`config.mk`:
```
export PLATFORM = sky130hd
export DESIGN_NAME = n64_poll_scheduler
export DESIGN_NICKNAME = d
export VERILOG_FILES = /design/src/rtl/n64_pkg.sv /design/src/rtl/n64_period_timer.sv /design/src/rtl/n64_poll_scheduler.sv
export SDC_FILE = /design/constraint.sdc
export NUM_CORES = 1
export LEC_CHECK = 0
export BUFFER_PORTS_ARGS = -buffer_cell sky130_fd_sc_hd__buf_2
export CAP_MARGIN = 15
export CORE_MARGIN = 10
export CORE_UTILIZATION = 27
export DETAILED_ROUTE_END_ITERATION = 16
export PLACE_DENSITY = 0.49
export SLEW_MARGIN = 20
export SYNTH_ARGS = -nofsm -noshare
export SYNTH_HDL_FRONTEND = slang
export SYNTH_SLANG_ARGS = --single-unit
```
`constraint.sdc`:
```
create_clock -name PCLK -period 4.2 [get_ports PCLK]
set_input_delay 0 -clock PCLK [delete_from_list [all_inputs] [get_ports PCLK]]
set_output_delay 0 -clock PCLK [all_outputs]
set_load 0.02 [all_outputs]
```
`src/rtl/n64_pkg.sv`:
```
// Shared constants, state encoding and helpers for the N64 joybus poll scheduler.
package n64_pkg;

    localparam logic [7:0]  CMD_STATUS        = 8'h00;
    localparam logic [7:0]  CMD_POLL          = 8'h01;
    localparam logic [15:0] ID_STD_CONTROLLER = 16'h0500;
    localparam logic [5:0]  RX_BITS_STATUS    = 6'd24;
    localparam logic [5:0]  RX_BITS_POLL      = 6'd32;

    // Encoding is exported unchanged on state_dbg.
    typedef enum logic [2:0] {
        ST_IDLE       = 3'd0,
        ST_PROBE_REQ  = 3'd1,
        ST_PROBE_WAIT = 3'd2,
        ST_POLL_REQ   = 3'd3,
        ST_POLL_WAIT  = 3'd4,
        ST_GAP        = 3'd5,
        ST_BACKOFF    = 3'd6
    } state_t;

    // Saturating increment used for the failed-transaction counter.
    function automatic logic [7:0] sat_inc8(input logic [7:0] value);
        return (value == 8'hFF) ? value : value + 8'd1;
    endfunction

endpackage

```
`src/rtl/n64_period_timer.sv`:
```
// Loadable 32-bit down-counter that stops at zero; expired is high while the count is zero.
module n64_period_timer (
    input  logic        clk,
    input  logic        rst,
    input  logic        load,
    input  logic [31:0] load_value,
    output logic        expired
);

    logic [31:0] count;

    // Load takes priority; otherwise count down and park at zero.
    always_ff @(posedge clk or posedge rst) begin
        if (rst) begin
            count <= 32'd0;
        end else if (load) begin
            count <= load_value;
        end else if (count != 32'd0) begin
            count <= count - 32'd1;
        end
    end

    assign expired = (count == 32'd0);

endmodule

```
`src/rtl/n64_poll_scheduler.sv`:
```
// Joybus transaction sequencer for one controller port: probe, poll at a fixed
// period, count failures, retry and fall back to probing, publish validated data.
module n64_poll_scheduler
    import n64_pkg::*;
#(
    parameter int TICKS_PER_MICRO = 25,
    parameter int POLL_PERIOD_US  = 1000,
    parameter int WATCHDOG_US     = 300,
    parameter int MAX_RETRY       = 3
) (
    input  logic        PCLK,
    input  logic        PRESET,
    input  logic        enable,
    output logic        phy_start,
    output logic [7:0]  phy_cmd,
    output logic [5:0]  phy_rx_bits,
    input  logic        phy_busy,
    input  logic        phy_done,
    input  logic        phy_timeout,
    input  logic [31:0] phy_rx_data,
    output logic [15:0] buttons,
    output logic [7:0]  stick_x,
    output logic [7:0]  stick_y,
    output logic        data_valid,
    output logic        connected,
    output logic [7:0]  timeout_count,
    output logic [2:0]  state_dbg
);

    // Expiry is observed one edge after the count reaches zero and the REQ state
    // needs one more edge to launch, so the period load is trimmed by two to make
    // start-to-start exactly one period. The watchdog decision is taken on the
    // edge that sees zero, so it is trimmed by one.
    localparam logic [31:0] PERIOD_LOAD   = 32'(TICKS_PER_MICRO * POLL_PERIOD_US) - 32'd2;
    localparam logic [31:0] WATCHDOG_LOAD = 32'(TICKS_PER_MICRO * WATCHDOG_US) - 32'd1;
    localparam logic [7:0]  LAST_RETRY    = 8'(MAX_RETRY - 1);

    state_t      state;
    logic [7:0]  retry;
    logic        period_expired;
    logic        wdog_expired;
    logic        launch;
    logic        id_ok;
    logic        probe_ok;
    logic        probe_bad;
    logic        poll_ok;
    logic        poll_bad;
    logic        to_backoff;
    logic        period_load;

    // Transaction events; phy_done always wins over a coincident timeout or watchdog expiry.
    always_comb begin
        launch     = (state == ST_PROBE_REQ || state == ST_POLL_REQ) && enable && !phy_busy;
        id_ok      = (phy_rx_data[23:8] == ID_STD_CONTROLLER);
        probe_ok   = (state == ST_PROBE_WAIT) && phy_done && id_ok;
        probe_bad  = (state == ST_PROBE_WAIT) &&
                     (phy_done ? !id_ok : (phy_timeout || wdog_expired));
        poll_ok    = (state == ST_POLL_WAIT) && phy_done;
        poll_bad   = (state == ST_POLL_WAIT) && !phy_done && (phy_timeout || wdog_expired);
        to_backoff = enable && (probe_bad || (poll_bad && retry == LAST_RETRY));
        period_load = (launch && state == ST_POLL_REQ) || to_backoff;
    end

    n64_period_timer u_period (
        .clk        (PCLK),
        .rst        (PRESET),
        .load       (period_load),
        .load_value (PERIOD_LOAD),
        .expired    (period_expired)
    );

    n64_period_timer u_watchdog (
        .clk        (PCLK),
        .rst        (PRESET),
        .load       (launch),
        .load_value (WATCHDOG_LOAD),
        .expired    (wdog_expired)
    );

    // Scheduler FSM with all outputs registered.
    always_ff @(posedge PCLK or posedge PRESET) begin
        if (PRESET) begin
            state         <= ST_IDLE;
            retry         <= 8'd0;
            phy_start     <= 1'b0;
            phy_cmd       <= 8'd0;
            phy_rx_bits   <= 6'd0;
            buttons       <= 16'd0;
            stick_x       <= 8'd0;
            stick_y       <= 8'd0;
            data_valid    <= 1'b0;
            connected     <= 1'b0;
            timeout_count <= 8'd0;
        end else begin
            phy_start  <= 1'b0;
            data_valid <= 1'b0;
            case (state)
                ST_IDLE: begin
                    if (enable) state <= ST_PROBE_REQ;
                end
                ST_PROBE_REQ: begin
                    if (!enable) begin
                        state <= ST_IDLE;
                    end else if (launch) begin
                        phy_start   <= 1'b1;
                        phy_cmd     <= CMD_STATUS;
                        phy_rx_bits <= RX_BITS_STATUS;
                        state       <= ST_PROBE_WAIT;
                    end
                end
                ST_PROBE_WAIT: begin
                    if (probe_ok) begin
                        connected <= 1'b1;
                        retry     <= 8'd0;
                        state     <= enable ? ST_POLL_REQ : ST_IDLE;
                    end else if (probe_bad) begin
                        timeout_count <= sat_inc8(timeout_count);
                        state         <= enable ? ST_BACKOFF : ST_IDLE;
                    end
                end
                ST_POLL_REQ: begin
                    if (!enable) begin
                        state <= ST_IDLE;
                    end else if (launch) begin
                        phy_start   <= 1'b1;
                        phy_cmd     <= CMD_POLL;
                        phy_rx_bits <= RX_BITS_POLL;
                        state       <= ST_POLL_WAIT;
                    end
                end
                ST_POLL_WAIT: begin
                    if (poll_ok) begin
                        buttons    <= phy_rx_data[31:16];
                        stick_x    <= phy_rx_data[15:8];
                        stick_y    <= phy_rx_data[7:0];
                        data_valid <= 1'b1;
                        retry      <= 8'd0;
                        state      <= enable ? ST_GAP : ST_IDLE;
                    end else if (poll_bad) begin
                        timeout_count <= sat_inc8(timeout_count);
                        if (retry == LAST_RETRY) begin
                            connected <= 1'b0;
                            retry     <= 8'd0;
                            state     <= enable ? ST_BACKOFF : ST_IDLE;
                        end else begin
                            retry <= retry + 8'd1;
                            state <= enable ? ST_GAP : ST_IDLE;
                        end
                    end
                end
                ST_GAP: begin
                    if (!enable) state <= ST_IDLE;
                    else if (period_expired) state <= ST_POLL_REQ;
                end
                ST_BACKOFF: begin
                    if (!enable) state <= ST_IDLE;
                    else if (period_expired) state <= ST_PROBE_REQ;
                end
                default: state <= ST_IDLE;
            endcase
        end
    end

    assign state_dbg = state;

endmodule

```
==> results of run 1 <==
per-layer routing:
layer	vias to the layer above	wire [um]
li1	2306	-
met1	2329	6930
met2	69	8040
met3	17	495
met4	0	238
met5	-	0
per-stage QoR:
stage | instance area (um^2) | instances | setup slack [ns] | utilization, % | power, mW
after floorplan | 6120 | 602 | 1.01 | - | 3.15
after global placement | 6770 | 939 | 1.60 | 30.7 | 3.66
after detailed placement | 6770 | 939 | 1.49 | 30.7 | 3.66
after CTS | 7810 | 1003 | 1.47 | 35.5 | 5.49
after global routing | 7810 | 1003 | 1.30 | 35.5 | 5.75
final | 7810 | 1003 | 1.43 | 35.5 | 5.41
critical path, cell delays in order (launching register included):
cell and delay, ns:
sky130_fd_sc_hd__dfrtp_1 0.43, sky130_fd_sc_hd__or4_4 0.60, sky130_fd_sc_hd__nor4_1 0.39, sky130_fd_sc_hd__and3_1 0.55, sky130_fd_sc_hd__o32ai_2 0.22, sky130_fd_sc_hd__a2111oi_2 0.37, sky130_fd_sc_hd__or3_1 0.15
cell usage in the layout, fill, tap and decap left out, types with 15 or more instances in the layout:
cell	instances
sky130_fd_sc_hd__xnor2_1	57
sky130_fd_sc_hd__nor3_1	27
sky130_fd_sc_hd__o21ai_0	15
sky130_fd_sc_hd__nor2_1	75
sky130_fd_sc_hd__dfrtp_1	120
sky130_fd_sc_hd__nand2_1	45
sky130_fd_sc_hd__mux2_2	33
sky130_fd_sc_hd__nand3_1	17
sky130_fd_sc_hd__clkbuf_16	17
sky130_fd_sc_hd__dlygate4sd3_1	33
sky130_fd_sc_hd__nor4_1	32
sky130_fd_sc_hd__buf_2	87
flip-flops by register name, summed over array words and instances (netlist names), 3 cells and up:
signal            count
retry                 8
stick_y               8
u_watchdog.count     32
timeout_count         8
buttons              16
stick_x               8
state_dbg             3
u_period.count       32
report_power, final:
group | switching, mW | internal, mW | total [mW]
Combinational | 0.988 | 0.731 | 1.72
Clock | 0.535 | 1.22 | 1.75
Sequential | 0.365 | 1.57 | 1.93
path summary, 6_finish.rpt:
kind / startpoint / to / cells after the start
setup / recovery: u_period.count[12] / state_dbg[2] / 6
hold / removal: enable / state_dbg[1] / 3
setup reg to reg: u_period.count[12] / state_dbg[2] / 6
hold reg to reg: retry[7] / retry[7] / 1
max in group asynchronous: PRESET / retry[3] / 4
min in group asynchronous: PRESET / buttons[9] / 3
final cells by class:
cell class | count | area share (%)
sequential | 120 | 38.4
multi-input combinational | 433 | 36.9
timing repair buffer | 127 | 10.5
clock buffer | 20 | 5.97
tap | 280 | 4.49
clock inverter | 11 | 3.11
inverter | 12 | 0.609
logic make-up after synthesis:
family / count (synthesis)
simple gates: 265
flops: 120
xor+xnor: 63
compound gates: 54
buf+inv: 49
mux: 34
fa+ha+maj: 7
other cells: 1
what timing repair did:
action                    CTS  global route
setup buffers               0             0
hold buffers               33             0
hold endpoints to repair   84             0
==> flow_summary.html, run 1 <==
<table>
<tr><th>Metric</th><th>Value</th></tr>
<tr><th colspan="2">Clock tree</th></tr>
<tr><td>Clock tree from TritonCTS</td><td>yes</td></tr>
<tr><td>Clock tree buffer depth</td><td>2</td></tr>
<tr><td>Insertion delay to the later sink of the worst-skew pair</td><td>0.41 ns</td></tr>
<tr><td>Clock buffers created by TritonCTS</td><td>17</td></tr>
<tr><td>Maximum level of the CTS H-tree</td><td>4</td></tr>
<tr><td>CTS Sinks</td><td>120</td></tr>
<tr><td>Number of resized instances in the post-cts repair step</td><td>0</td></tr>
<tr><td>Clock tree root driver cell</td><td>sky130_fd_sc_hd__clkbuf_16</td></tr>
<tr><td>Clock transition time at the flip-flop clock pins of the worst setup and hold paths</td><td>0.06 ns</td></tr>
<tr><th colspan="2">STA</th></tr>
<tr><td>Worst clock skew</td><td>0.00889 ns</td></tr>
<tr><td>Final TNS setup</td><td>0 ns</td></tr>
<tr><td>FMAX</td><td>361 MHz</td></tr>
<tr><td>Fin Hold WS</td><td>0.00787 ns</td></tr>
<tr><td>Total setup violations reported at the end of the flow</td><td>0</td></tr>
<tr><td>Final Max Slew Viols</td><td>0</td></tr>
<tr><td>Max transition margin</td><td>43.9%</td></tr>
<tr><td>Pin slew with the least headroom to its limit</td><td>0.838 ns</td></tr>
<tr><td>RSZ-0062 raised after global routing</td><td>no</td></tr>
<tr><td>Hold Fails Final Rpt</td><td>0</td></tr>
<tr><td>Post-layout min period</td><td>2.77 ns</td></tr>
<tr><td>Final worst-path cycle share</td><td>65.9%</td></tr>
<tr><th colspan="2">Pwr</th></tr>
<tr><td>Leak</td><td>3.33 nW</td></tr>
<tr><td>Peak supply drop</td><td>0.267 mV</td></tr>
<tr><td>Total power per unit cell area</td><td>692 nW/um^2</td></tr>
<tr><th colspan="2">Placed design</th></tr>
<tr><td>Port bufs</td><td>87</td></tr>
<tr><td>HPWL after detailed placement</td><td>10700 um</td></tr>
<tr><td>Final estimated routing congestion in global placement</td><td>0.789</td></tr>
<tr><th colspan="2">Layout</th></tr>
<tr><td># diodes</td><td>0</td></tr>
<tr><td>Register area</td><td>3000 um^2</td></tr>
<tr><td>Number of nets at the end of the flow</td><td>756</td></tr>
<tr><td>Number of fill cells in the layout</td><td>2229</td></tr>
<tr><td>Area of the multi-input gates</td><td>2880 um^2</td></tr>
<tr><td>Share of final-layout standard cells stronger than drive strength 1</td><td>25.7%</td></tr>
<tr><td>P&amp;R area growth vs syn</td><td>28.2%</td></tr>
<tr><th colspan="2">Synthesis</th></tr>
<tr><td>Cell taking the most area after synthesis</td><td>sky130_fd_sc_hd__dfrtp_1</td></tr>
<tr><td>Count of distinct cell types in the synthesized netlist</td><td>66</td></tr>
<tr><td>Seq cells post-synth</td><td>120</td></tr>
<tr><td>Main combinational cell family by area after synthesis</td><td>simple AND/OR/NAND/NOR gates</td></tr>
<tr><td>Most used flip-flop cell after synthesis</td><td>sky130_fd_sc_hd__dfrtp_1</td></tr>
<tr><td>Post-synthesis area per instance</td><td>10.3 um^2</td></tr>
<tr><td>Area share of the largest cell type after synthesis</td><td>49.3%</td></tr>
<tr><td>Cell area after technology mapping</td><td>6090 um^2</td></tr>
<tr><td>Most repeated cell in the gate-level netlist after synthesis</td><td>sky130_fd_sc_hd__dfrtp_1</td></tr>
<tr><td>Post-synthesis instance total</td><td>593</td></tr>
<tr><td>Number of warning messages in the yosys log</td><td>0</td></tr>
<tr><td>Share of the yosys chip area belonging to registers</td><td>49.3%</td></tr>
<tr><td>Fraction of synthesized area in multiplexers</td><td>6.29%</td></tr>
<tr><td>XOR/XNOR Fraction of Synth Area</td><td>9.06%</td></tr>
<tr><td>Commonest cells in the netlist</td><td>sky130_fd_sc_hd__dfrtp_1, sky130_fd_sc_hd__nor2_1, sky130_fd_sc_hd__xnor2_1</td></tr>
<tr><td>Post-synthesis share of cell area spent on and, or, nand and nor gates</td><td>23.6%</td></tr>
<tr><td>Cell types with the largest area share after synthesis</td><td>sky130_fd_sc_hd__dfrtp_1, sky130_fd_sc_hd__xnor2_1, sky130_fd_sc_hd__mux2_2</td></tr>
<tr><td>Arithmetic-cell share of the synthesized area counting full adders, half adders and majority gates</td><td>1.44%</td></tr>
<tr><td>Compound-Gate Fraction of Synth Area</td><td>6.33%</td></tr>
<tr><td>Share of async-settable or async-resettable flops after synthesis</td><td>100%</td></tr>
<tr><td>Post-synth EDFFs</td><td>0</td></tr>
<tr><th colspan="2">Run</th></tr>
<tr><td>Max Cap Viol</td><td>0</td></tr>
<tr><th colspan="2">Floorplan</th></tr>
<tr><td>Height of the chip</td><td>170 um</td></tr>
<tr><td>FP Rows</td><td>54</td></tr>
<tr><td>Horizontal extent of the die</td><td>170 um</td></tr>
<tr><td>Total die area</td><td>29000 um^2</td></tr>
<tr><td>Initial Utilization</td><td>27.7%</td></tr>
<tr><td>Placeable core area</td><td>22000 um^2</td></tr>
<tr><td>Ports</td><td>98</td></tr>
<tr><th colspan="2">Global route</th></tr>
<tr><td>Met1 track utilization from global routing</td><td>13.4%</td></tr>
<tr><td>Grt total ovfl</td><td>0</td></tr>
<tr><td>Number of antenna violations at the first check in global routing</td><td>0</td></tr>
<tr><td>All-layer global routing usage</td><td>10.9%</td></tr>
<tr><td>First-pass GRT wire length</td><td>25400 um</td></tr>
<tr><td>Largest net degree at the start of global routing</td><td>55</td></tr>
<tr><td>Global Route met2 Usage</td><td>18.2%</td></tr>
<tr><td>Met3 usage</td><td>2.75%</td></tr>
<tr><td>Number of global-route vias before repair</td><td>4776</td></tr>
<tr><td>Busiest layer in global routing</td><td>met2</td></tr>
<tr><th colspan="2">Critical path</th></tr>
<tr><td>Startpoint-to-endpoint class of the critical path</td><td>flop to flop</td></tr>
<tr><td>Critical Path Sink Type</td><td>flop</td></tr>
<tr><td>Critical Path Source Type</td><td>flop</td></tr>
<tr><td>Required @ worst endpoint</td><td>4.55 ns</td></tr>
<tr><td>Maximum fanout encountered on the critical timing path</td><td>13</td></tr>
<tr><td>Worst endpoint data arrival time</td><td>3.12 ns</td></tr>
<tr><td>Worst reg-to-reg setup slack</td><td>1.43 ns</td></tr>
<tr><th colspan="2">Route</th></tr>
<tr><td>Pre-Repair DR Iteration Count</td><td>4</td></tr>
<tr><td>Remaining routing DRC violations</td><td>0</td></tr>
<tr><td>Ratio of routed vias to standard cells</td><td>4.71</td></tr>
<tr><td>Wire length after detailed routing</td><td>15700 um</td></tr>
<tr><td>Post-route ant nets</td><td>0</td></tr>
<tr><td>Initial DRC Count</td><td>192</td></tr>
<tr><td>Via count of the routed design</td><td>4721</td></tr>
<tr><td>Routed wire length per instance</td><td>15.7 um</td></tr>
<tr><th colspan="2">Worst hold path</th></tr>
<tr><td>Hold WC Path Type</td><td>input pin to flop</td></tr>
<tr><th colspan="2">Run status</th></tr>
<tr><td>Outcome</td><td>completed</td></tr>
</table>
Power figures use the tool's default switching activity.
==> run 2: changes to the inputs <==
==> constraint.sdc (replaced) <==
create_clock -name PCLK -period 2.7 [get_ports PCLK]
set_input_delay 0 -clock PCLK [delete_from_list [all_inputs] [get_ports PCLK]]
set_output_delay 0 -clock PCLK [all_outputs]
set_load 0.02 [all_outputs]
==> flow_summary.html, run 2 (synthesized netlist as in run 1, its figures left out) <==
<table>
<tr><th>Metric</th><th>Value</th></tr>
<tr><th colspan="2">Run</th></tr>
<tr><td>Max Cap Viol</td><td>0</td></tr>
<tr><th colspan="2">Critical path</th></tr>
<tr><td>CP Cell Sequence</td><td>or4_4, nor4_1, and3_1, buf_4, mux2_2, nand2_1</td></tr>
<tr><td>Required @ worst endpoint</td><td>3.05 ns</td></tr>
<tr><td>Buffering stage count on the worst path with inverters included</td><td>1</td></tr>
<tr><td>Maximum fanout encountered on the critical timing path</td><td>11</td></tr>
<tr><td>Critical Path Source Type</td><td>flop</td></tr>
<tr><td>Critical path's slowest cell</td><td>sky130_fd_sc_hd__or4_4</td></tr>
<tr><td>Startpoint-to-endpoint class of the critical path</td><td>flop to flop</td></tr>
<tr><td>Worst reg-to-reg setup slack</td><td>0.24 ns</td></tr>
<tr><td>Largest incremental delay on the critical path</td><td>0.59 ns</td></tr>
<tr><td>Worst endpoint data arrival time</td><td>2.81 ns</td></tr>
<tr><td>Crit path depth</td><td>6</td></tr>
<tr><td>Critical Path Sink Type</td><td>flop</td></tr>
<tr><td>Worst reg2reg path depth</td><td>6</td></tr>
<tr><td>Kind of cell adding the most delay to the critical path</td><td>simple AND/OR/NAND/NOR gates</td></tr>
<tr><th colspan="2">STA</th></tr>
<tr><td>Final worst-path cycle share</td><td>91.2%</td></tr>
<tr><td>FMAX</td><td>406 MHz</td></tr>
<tr><td>Final Max Slew Viols</td><td>0</td></tr>
<tr><td>RSZ-0062 raised after global routing</td><td>no</td></tr>
<tr><td>Total setup violations reported at the end of the flow</td><td>0</td></tr>
<tr><td>Pin slew with the least headroom to its limit</td><td>0.665 ns</td></tr>
<tr><td>Post-layout min period</td><td>2.46 ns</td></tr>
<tr><td>Hold Fails Final Rpt</td><td>0</td></tr>
<tr><td>Worst clock skew</td><td>0.0111 ns</td></tr>
<tr><td>Max transition margin</td><td>55.5%</td></tr>
<tr><td>Final TNS setup</td><td>0 ns</td></tr>
<tr><td>Post-layout worst setup margin</td><td>0.238 ns</td></tr>
<tr><th colspan="2">Placed design</th></tr>
<tr><td>Final estimated routing congestion in global placement</td><td>0.770</td></tr>
<tr><td>Placement Cell Area</td><td>6860 um^2</td></tr>
<tr><td>Port bufs</td><td>87</td></tr>
<tr><td>HPWL after detailed placement</td><td>10500 um</td></tr>
<tr><td>Place WS</td><td>0.218 ns</td></tr>
<tr><th colspan="2">Run status</th></tr>
<tr><td>Outcome</td><td>completed</td></tr>
<tr><th colspan="2">Clock tree</th></tr>
<tr><td>Clock tree root driver cell</td><td>sky130_fd_sc_hd__clkbuf_16</td></tr>
<tr><td>Clock buffers created by TritonCTS</td><td>17</td></tr>
<tr><td>CTS Sinks</td><td>120</td></tr>
<tr><td>Post-CTS Setup Repair Bufs</td><td>0</td></tr>
<tr><td>Maximum level of the CTS H-tree</td><td>4</td></tr>
<tr><td>Clock tree buffer depth</td><td>2</td></tr>
<tr><td>Insertion delay to the later sink of the worst-skew pair</td><td>0.42 ns</td></tr>
<tr><td>Number of resized instances in the post-cts repair step</td><td>0</td></tr>
<tr><td>Post-CTS Hold Buffers</td><td>34</td></tr>
<tr><td>Clock tree from TritonCTS</td><td>yes</td></tr>
<tr><td>Clock transition time at the flip-flop clock pins of the worst setup and hold paths</td><td>0.06 ns</td></tr>
<tr><th colspan="2">Pwr</th></tr>
<tr><td>Total power per unit cell area</td><td>1050 nW/um^2</td></tr>
<tr><td>Total design power</td><td>8.27 mW</td></tr>
<tr><td>Peak supply drop</td><td>0.384 mV</td></tr>
<tr><td>Leak</td><td>3.35 nW</td></tr>
<tr><th colspan="2">Route</th></tr>
<tr><td>Via count of the routed design</td><td>4682</td></tr>
<tr><td>Pre-Repair DR Iteration Count</td><td>4</td></tr>
<tr><td>Remaining routing DRC violations</td><td>0</td></tr>
<tr><td>Post-route ant nets</td><td>0</td></tr>
<tr><td>Routed wire length per instance</td><td>15.1 um</td></tr>
<tr><td>Initial DRC Count</td><td>299</td></tr>
<tr><td>Ratio of routed vias to standard cells</td><td>4.62</td></tr>
<tr><td>Wire length after detailed routing</td><td>15300 um</td></tr>
<tr><th colspan="2">Layout</th></tr>
<tr><td># diodes</td><td>0</td></tr>
<tr><td>Most common cell after layout, fill and taps aside</td><td>sky130_fd_sc_hd__dfrtp_1</td></tr>
<tr><td>Share of final-layout standard cells stronger than drive strength 1</td><td>26.3%</td></tr>
<tr><td>Commonest non-fill, non-tap cells in the layout</td><td>sky130_fd_sc_hd__dfrtp_1, sky130_fd_sc_hd__buf_2, sky130_fd_sc_hd__nor2_1</td></tr>
<tr><td>Finished Cell Area</td><td>7860 um^2</td></tr>
<tr><td>P&amp;R area growth vs syn</td><td>29.1%</td></tr>
<tr><td>Number of nets at the end of the flow</td><td>765</td></tr>
<tr><td>Final Util</td><td>35.7%</td></tr>
<tr><td>Registers with the most flip-flops</td><td>u_period.count x32, u_watchdog.count x32, buttons x16</td></tr>
<tr><td>Number of fill cells in the layout</td><td>2245</td></tr>
<tr><th colspan="2">Global route</th></tr>
<tr><td>First-pass GRT wire length</td><td>25700 um</td></tr>
<tr><td>Grt total ovfl</td><td>0</td></tr>
<tr><td>Number of antenna violations at the first check in global routing</td><td>0</td></tr>
<tr><td>Number of global-route vias before repair</td><td>4852</td></tr>
<tr><td>Largest net degree at the start of global routing</td><td>100</td></tr>
<tr><td>All-layer global routing usage</td><td>11.1%</td></tr>
<tr><th colspan="2">Floorplan</th></tr>
<tr><td>FP Rows</td><td>54</td></tr>
<tr><td>Placeable core area</td><td>22000 um^2</td></tr>
<tr><td>Total die area</td><td>29000 um^2</td></tr>
<tr><td>Ports</td><td>98</td></tr>
<tr><td>Horizontal extent of the die</td><td>170 um</td></tr>
<tr><td>Height of the chip</td><td>170 um</td></tr>
<tr><td>Initial Utilization</td><td>27.7%</td></tr>
<tr><th colspan="2">Worst hold path</th></tr>
<tr><td>Number of cells traversed by the worst hold path</td><td>4</td></tr>
<tr><td>Hold WC Path Type</td><td>input pin to flop</td></tr>
</table>
run 2: per-layer routing:
metal	share of wire (%)	global-route usage (%)	up-vias	routed length, um
met5	0	0	-	0
met4	0.96	3.05	0	147
met3	3.0	3.68	13	463
met2	51	18.2	47	7790
met1	45	13.6	2293	6950
li1	-	-	2329	-
run 2: through the flow:
step,hold WS (ns),cells
6_report,0.0152,1013
5_1_grt,0.0746,1013
4_1_cts,0.00208,1013
3_5_place_dp,0.0683,947
3_3_place_gp,0.0694,947
2_1_floorplan,0.152,602
run 2: worst min-delay path, stage by stage:
cell	delay, ns
sky130_fd_sc_hd__buf_2	0.11
sky130_fd_sc_hd__a41oi_2	0.07
sky130_fd_sc_hd__o21ai_0	0.15
sky130_fd_sc_hd__nand2b_1	0.05
run 2: area by class of cell:
| cell class | count | area [um^2] | area share (%) |
|---|---|---|---|
| Tap cell | 280 | 350 | 4.46 |
| Clock inverter | 10 | 191 | 2.43 |
| Multi-Input combinational cell | 433 | 2880 | 36.7 |
| Sequential cell | 120 | 3000 | 38.2 |
| Clock buffer | 22 | 474 | 6.03 |
| Timing Repair Buffer | 136 | 913 | 11.6 |
| Inverter | 12 | 48.8 | 0.621 |
run 2: worst paths after layout:
check                                     to                from
max in group asynchronous           retry[2]              PRESET
setup reg to reg           u_period.count[1]  u_period.count[12]
setup / recovery           u_period.count[1]  u_period.count[12]
hold / removal                     connected         phy_timeout
hold reg to reg             timeout_count[5]    timeout_count[5]
min in group asynchronous        buttons[12]              PRESET
run 2: power by group:
group          leakage (nW)  internal [mW]  switching [mW]
registers              1.52           2.44           0.528
logic                  1.51           1.17            1.56
clock network         0.317           1.72           0.844
total                  3.35           5.33            2.94
